--- config.mk ---
export PLATFORM = sky130hd
export DESIGN_NAME = seq_detect_param
export DESIGN_NICKNAME = d
export VERILOG_FILES = /design/src/rtl/seq_detect_param.sv
export SDC_FILE = /design/constraint.sdc
export NUM_CORES = 1
export LEC_CHECK = 0
export ABC_AREA = 1
export CAP_MARGIN = 20
export CORE_MARGIN = 2
export CORE_UTILIZATION = 35
export DETAILED_ROUTE_END_ITERATION = 12
export PLACE_DENSITY = 0.67
export SLEW_MARGIN = 20
export SYNTH_ARGS = -nofsm -noshare
export SYNTH_HDL_FRONTEND = slang
export SYNTH_SLANG_ARGS = --single-unit
--- constraint.sdc ---
create_clock -name clk -period 2.7 [get_ports clk]
set_input_delay 0.675 -clock clk [delete_from_list [all_inputs] [get_ports clk]]
set_output_delay 0.675 -clock clk [all_outputs]
set_load 0.02 [all_outputs]
--- src/rtl/seq_detect_param.sv ---
// seq_detect_param: runtime-configurable serial pattern detector with overlap mode and saturating match count
module seq_detect_param #(
  parameter int                 MAX_LEN     = 8,
  parameter int                 CNT_W       = 8,
  parameter logic [MAX_LEN-1:0] DEF_PATTERN = 8'b0000_0101,
  parameter int                 DEF_LEN     = 3,
  parameter bit                 DEF_OVERLAP = 1'b1,
  localparam int                LW          = $clog2(MAX_LEN) + 1
) (
  input  logic               clk,
  input  logic               rst,
  input  logic               in,
  input  logic               en,
  input  logic               cfg_load,
  input  logic [MAX_LEN-1:0] cfg_pattern,
  input  logic [LW-1:0]      cfg_len,
  input  logic               cfg_overlap,
  output logic               out,
  output logic [CNT_W-1:0]   match_count,
  output logic               armed
);
  typedef enum logic [1:0] {EMPTY, FILLING, ARMED} state_t;
  state_t state, state_n;
  logic [MAX_LEN-1:0] hist, hist_n, pat, pat_n, mask, shifted;
  logic [LW-1:0] fill, fill_n, len, len_n, fill_inc;
  logic ovl, ovl_n, out_n, hit;
  logic [CNT_W-1:0] match_count_n;
  function automatic logic [LW-1:0] clamp(input logic [LW-1:0] v);
    return v < LW'(2) ? LW'(2) : v > LW'(MAX_LEN) ? LW'(MAX_LEN) : v;
  endfunction
  assign armed = state == ARMED;
  always_comb begin
    shifted = {hist[MAX_LEN-2:0], in};
    mask = {MAX_LEN{1'b1}} >> (LW'(MAX_LEN) - len);
    fill_inc = fill == len ? len : fill + 1'b1;
    hit = fill_inc == len && ((shifted ^ pat) & mask) == '0;
    state_n = state;
    hist_n = hist;
    fill_n = fill;
    pat_n = pat;
    len_n = len;
    ovl_n = ovl;
    out_n = 1'b0;
    match_count_n = match_count;
    if (cfg_load) begin
      pat_n = cfg_pattern;
      len_n = clamp(cfg_len);
      ovl_n = cfg_overlap;
      hist_n = '0;
      fill_n = '0;
      state_n = EMPTY;
    end else if (en) begin
      out_n = hit;
      match_count_n = hit && match_count != '1 ? match_count + 1'b1 : match_count;
      // non-overlap restarts from scratch so the next match needs L fresh bits
      hist_n = hit && !ovl ? '0 : shifted;
      fill_n = hit && !ovl ? '0 : fill_inc;
      state_n = hit && !ovl ? EMPTY : fill_inc == len ? ARMED : FILLING;
    end
  end
  always_ff @(posedge clk) begin
    if (!rst) begin
      state <= EMPTY;
      hist <= '0;
      fill <= '0;
      pat <= DEF_PATTERN;
      len <= clamp(LW'(DEF_LEN));
      ovl <= DEF_OVERLAP;
      out <= 1'b0;
      match_count <= '0;
    end else begin
      state <= state_n;
      hist <= hist_n;
      fill <= fill_n;
      pat <= pat_n;
      len <= len_n;
      ovl <= ovl_n;
      out <= out_n;
      match_count <= match_count_n;
    end
  end
endmodule

-- Yosys cells after proc, flatten, opt, wreduce, memory -nomap -nowiden
Index checks and enable logic that the tools add are counted.
Widths: inputs -> output; s select.
- flip-flop bits (word level): 35
- word-level logic and storage cells: 38
- multiplexer cells: 7
- eq/ne operators: 4
- reductions and logical operators: 8
- bitwise logic cells: 5
- shift operators: 1
- magnitude comparators: 2
- add/subtract/negate cells: 3
- operator list (operator ; count):
    $mux 4 ; 4
    $add 8x1->8 const B ; 1
    $and 8x8->8 ; 1
    $eq 4x4->1 ; 2
    $logic_not 8->1 ; 1
    $ne 8x8->1 const B ; 1
    $shr 8x4->8 const A ; 1
    $xor 8x8->8 ; 1
    $mux 7 ; 1
    $add 4x1->4 const B ; 1
    $gt 4x4->1 const B ; 1
    $lt 4x2->1 const B ; 1
    $mux 2 ; 2
    $sub 4x4->4 const A ; 1
    $logic_and 1x1->1 ; 3
    $not 1->1 ; 3
    $reduce_and 3->1 ; 1
    $reduce_or 3->1 ; 1
    $eq 2x2->1 const B ; 1
    $reduce_or 2->1 ; 1
    $logic_not 1->1 ; 1

-- Depth between registers and ports, before layout
- depth after elaboration: 7
- depth in mapped cells: 15
- depth with buffers taken out: 14

-- Worst setup path after synthesis
OpenSTA, ideal clock, no wires.
- kind: reg2reg
- from: register len[0]
- to: register fill[2]
- setup slack: 0.923 ns
- cell stages (with the launch flop): 15
- data required time: 2.628 ns
- arrival time: 1.704 ns
- path through: dfxtp_1 > inv_2 > ha_1 > inv_1 > nand2_1 > nor2_1 > nor2_1 > nand2_1 > nand2_1 > a21oi_2 > nor2_8 > nand2_2 > buf_6 > nand2_1 > a21oi_1
- longest elaborated chain between the ends: 7
- elaborated cells between the ends (all ways): 10
- RTL lines (what ; line ; source):
    start, declared ; 25 ; logic [LW-1:0] fill, fill_n, len, len_n, fill_inc;
    start signal, assigned ; 67 ; len <= clamp(LW'(DEF_LEN));
    start signal, assigned ; 76 ; len <= len_n;
    $sub 4x4->4 ; 34 ; mask = {MAX_LEN{1'b1}} >> (LW'(MAX_LEN) - len);
    $shr 8x4->8 ; 34 ;
    $and 8x8->8 ; 36 ; hit = fill_inc == len && ((shifted ^ pat) & mask) == '0;
    $logic_not 8->1 ; 36 ;
    $logic_and 1x1->1 ; 36 ;
    $logic_and 1x1->1 ; 57 ; fill_n = hit && !ovl ? '0 : fill_inc;
    $mux 4 (*) ; 57 ;
    end signal, assigned ; 74 ; fill <= fill_n;
    end, declared ; 25 ;
Every way passes the cells marked *; elsewhere a longest branch is shown, timed or not.
A chain may end at the register's enable or synchronous reset.

-- Worst setup path after layout
- from: register len[0]
- to: register fill[0]
The elaborated chain is that of the path after synthesis.

==> metrics.md <==
| Metric | Value |
|---|---|
| Status | complete, no violations |
| Post-DP HPWL | 3.42 mm |
| Total power per unit cell area | 475 mW/mm² |
| Worst-case vdd ir drop | 0.000190 V |
| Count of state elements after synthesis | 35 |
| Seq/Total Area, Yosys | 0.350 |
| Number of placed I/O pins | 28 |
| DRT Pass-1 Iters | 4 |
| Cell count of the worst reg-to-reg path | 13 |
| Crit-path most repeated cell | sky130_fd_sc_hd__nand2_1 |
| Layout net count | 367 |
| Post-synthesis xor/xnor area fraction | 0.0306 |
| Worst-case setup margin in the final layout | 0.641 ns |
| Fillers | 588 |
| Cells along the critical path | inv_2, ha_1, inv_1, nand2_1, nor2_1, nor2_1, nand2_1, nand2_1, a21oi_2, nor2_8, nand2_2, nand2_1, a21oi_1 |
| Total nets after synthesis | 335 |
| Most common cell in the synthesized netlist | sky130_fd_sc_hd__nand2_1 |
| Total Routed Length | 4.58 mm |
| Kind of end point of the critical path | flop |
| Count of routing violations after the opening detailed-route iteration | 132 |
| Number of instances on the worst hold path | 2 |
| Overall overflow remaining after global route | 0 |
| Cell count after placement | 409 |
| Share of async-settable or async-resettable flops after synthesis | 0 |
| Total setup violations reported at the end of the flow | 0 |
| Mean instance size in the synthesized netlist | 6.41 µm² |
| Worst flop-to-flop path startpoint | len[0] |
| Die W | 79.6 µm |
| Number of global-route vias before repair | 1724 |
| Cell area after synthesis | 0.00200 mm² |
| Cells taking the most area after synthesis | sky130_fd_sc_hd__dfxtp_1 (35%), sky130_fd_sc_hd__nand2_1 (19%), sky130_fd_sc_hd__inv_1 (7.5%) |
| Critical Path Source Type | flop |
| Area overhead of the layout relative to synthesis | 22.8% |
| Residual DRC count | 0 |
| Largest family of logic cells by synthesized area | simple AND/OR/NAND/NOR gates |
| Antenna-violating nets left | 0 |
| Largest net degree at the start of global routing | 16 |
| Fin Setup TNS | 0 ns |
| Tightest Hold Check Type | reg -> reg |
| Starting density of the core | 0.363 |
| Destination of the worst register-to-register timing path | fill[0] |
| Overall die height | 79.6 µm |
| Biggest fanout along the worst timing path | 12 |
| Final cell utilization of the core | 0.446 |
| Clock slew seen by the registers of the worst setup and hold paths | 0.07 ns |
| Slowest cell delay on critical path | 0.44 ns |
| Hold slack | 0.471 ns |
| Post-synthesis mux area share | 0 |
| Leading area contributor after synthesis | sky130_fd_sc_hd__dfxtp_1 |
| Yosys Warn Count | 0 |
| Cell Area, Placed | 0.00236 mm² |
| Syn Inst Count | 312 |
| Average routed wire per standard cell | 11.0 µm |
| Number of pins exceeding their max-slew limit in the final report | 0 |
| Row Count | 27 |
| Hold Crit Start | pat[4] |
| CTS Root Cell | sky130_fd_sc_hd__clkbuf_8 |
| Number of flops mapped to enable cells by yosys | 0 |
| Post-route clock period utilization | 0.763 |
| Synth unique cells | 28 |
| Worst slew slack as a fraction of its limit | 0.779 |
| Number of setup buffers added after CTS | 0 |
| Most frequent cells after synthesis | sky130_fd_sc_hd__nand2_1 (99), sky130_fd_sc_hd__inv_1 (40), sky130_fd_sc_hd__nor2_1 (39) |
| Share of the synthesized area in compound gates (AO/OA/AOI/OAI) | 0.101 |
| DR vias/cell | 4.61 |
| Area fraction in and, or, nand and nor cells after synthesis | 0.380 |
| Global-route wire length before repair | 7.85 mm |
| Kind of critical path | reg -> reg |
| Number of standard cells in the final layout excluding fillers | 417 |
| Hold violation total from the final report | 0 |
| Minimum setup slack among reg-to-reg paths | 0.64 ns |
| Final design instance area without fill | 0.00246 mm² |
| Antenna violations before repair | 0 |
| Highest Clock Rate | 486 MHz |
| Post-synthesis adder-cell area fraction | 0.0313 |
| Unrepaired setup endpoints after global routing | no |
| Post-cts sizing count | 0 |
| Endpoint of the worst hold path | pat[4] |
| Vias | 1922 |
| Cts bufs inserted | 5 |
| Crit path arrival time | 2.28 ns |
| Proportion of layout cells with a drive suffix above 1 | 0.0696 |
| Start point of the critical path | len[0] |
| Standard cell core area | 0.00551 mm² |
| Final weighted congestion in routability-driven placement | 0.835 |
| H-tree lvl count | 2 |
| Die Outline Area | 0.00634 mm² |
| Gr usage total | 0.158 |
| Largest clock skew in the final design | 0.00364 ns |
| Number of buffers added on ports | 27 |
| CTS Hold Buffers Added | 0 |
| Setup slack after placement | 0.409 ns |
| Maximum number of buffers from clock root to sink | 2 |
| Post-layout total power | 1.17 mW |
| Max Cap Violations | 0 |
| Antenna diode count | 0 |
| CP max-delay cell | sky130_fd_sc_hd__dfxtp_1 |
| Clock insertion delay at the later pin of the skew report | 0.29 ns |
| Clock period minus worst slack | 2.06 ns |
| Slew at the pin closest to its max-slew limit | 0.329 ns |
| Worst Path Required | 2.92 ns |
| TritonCTS sink count | 35 |
| Top cell type's share of synthesized area | 0.350 |
| Leakage power | 1.15 nW |
| Clock tree from TritonCTS | yes |
| Primary flip-flop cell chosen by synthesis mapping | sky130_fd_sc_hd__dfxtp_1 |
## worst max-delay path by stage
stage,to,slack (ns),depth (start not counted)
2_1_floorplan,fill[2],0.92,14
3_3_place_gp,match_count[1],0.43,9
3_5_place_dp,len[2],0.41,5
4_1_cts,fill[0],0.61,13
5_1_grt,match_count[2],0.44,13
6_report,fill[0],0.64,13
## worst max-delay path: cells and delay by family (launching register included)
kind / cells / cell delay, ns
AND/OR/NAND/NOR: 8 / 0.66
flip-flops: 1 / 0.44
AO/OA/AOI/OAI: 2 / 0.41
adder cells (fa/ha/maj): 1 / 0.32
buffers and inverters: 2 / 0.16
## cells by family after synthesis
kind of cell,count (synthesis)
AOI/OAI and AO/OA,37
xor gates and xnor gates,7
adders and majority gates,5
buffers and inverters,53
DFF,35
and+or+nand+nor,175
## cells in the final DEF (no fill, tap or decap), types with 4 or more instances in the layout
cell type                          n
sky130_fd_sc_hd__a21oi_1          16
sky130_fd_sc_hd__buf_4             5
sky130_fd_sc_hd__clkbuf_8          7
sky130_fd_sc_hd__clkdlybuf4s50_1  27
sky130_fd_sc_hd__dfxtp_1          35
sky130_fd_sc_hd__ha_1              5
sky130_fd_sc_hd__inv_1            40
sky130_fd_sc_hd__inv_2             4
sky130_fd_sc_hd__nand2_1          99
sky130_fd_sc_hd__nand3_1          14
sky130_fd_sc_hd__nand4_1          12
sky130_fd_sc_hd__nor2_1           39
sky130_fd_sc_hd__o21ai_0          15
sky130_fd_sc_hd__xor2_1            5
## per-layer routing
layer  vias to the layer above  routed length (µm)  global-route usage
li1                       1041                   -                   -
met1                       847                2160               0.200
met2                        28                2190               0.258
met3                         6                 151              0.0385
met4                         0                  70              0.0603
met5                         -                   0                   0
## sequential cells by signal, indices dropped and copies added (netlist names)
register,cells
match_count,8
hist,7
fill,4
len,4
out,1
ovl,1
pat,8
state,2
## power by group
part,switching (mW),internal (mW),leakage [nW]
Combinational,0.117,0.0809,0.815
Clock,0.184,0.233,0.0515
Sequential,0.0184,0.535,0.286
Total,0.319,0.849,1.15
## layout make-up
class / instances / area (µm²) / share of cell area
tap: 72 / 90.1 / 0.0367
multi-input combinational: 224 / 1090 / 0.442
inverter: 46 / 173 / 0.0703
clock buffer: 8 / 100 / 0.0407
sequential: 35 / 701 / 0.285
timing repair buffer: 32 / 308 / 0.125
(Power assumes the default switching activity.)
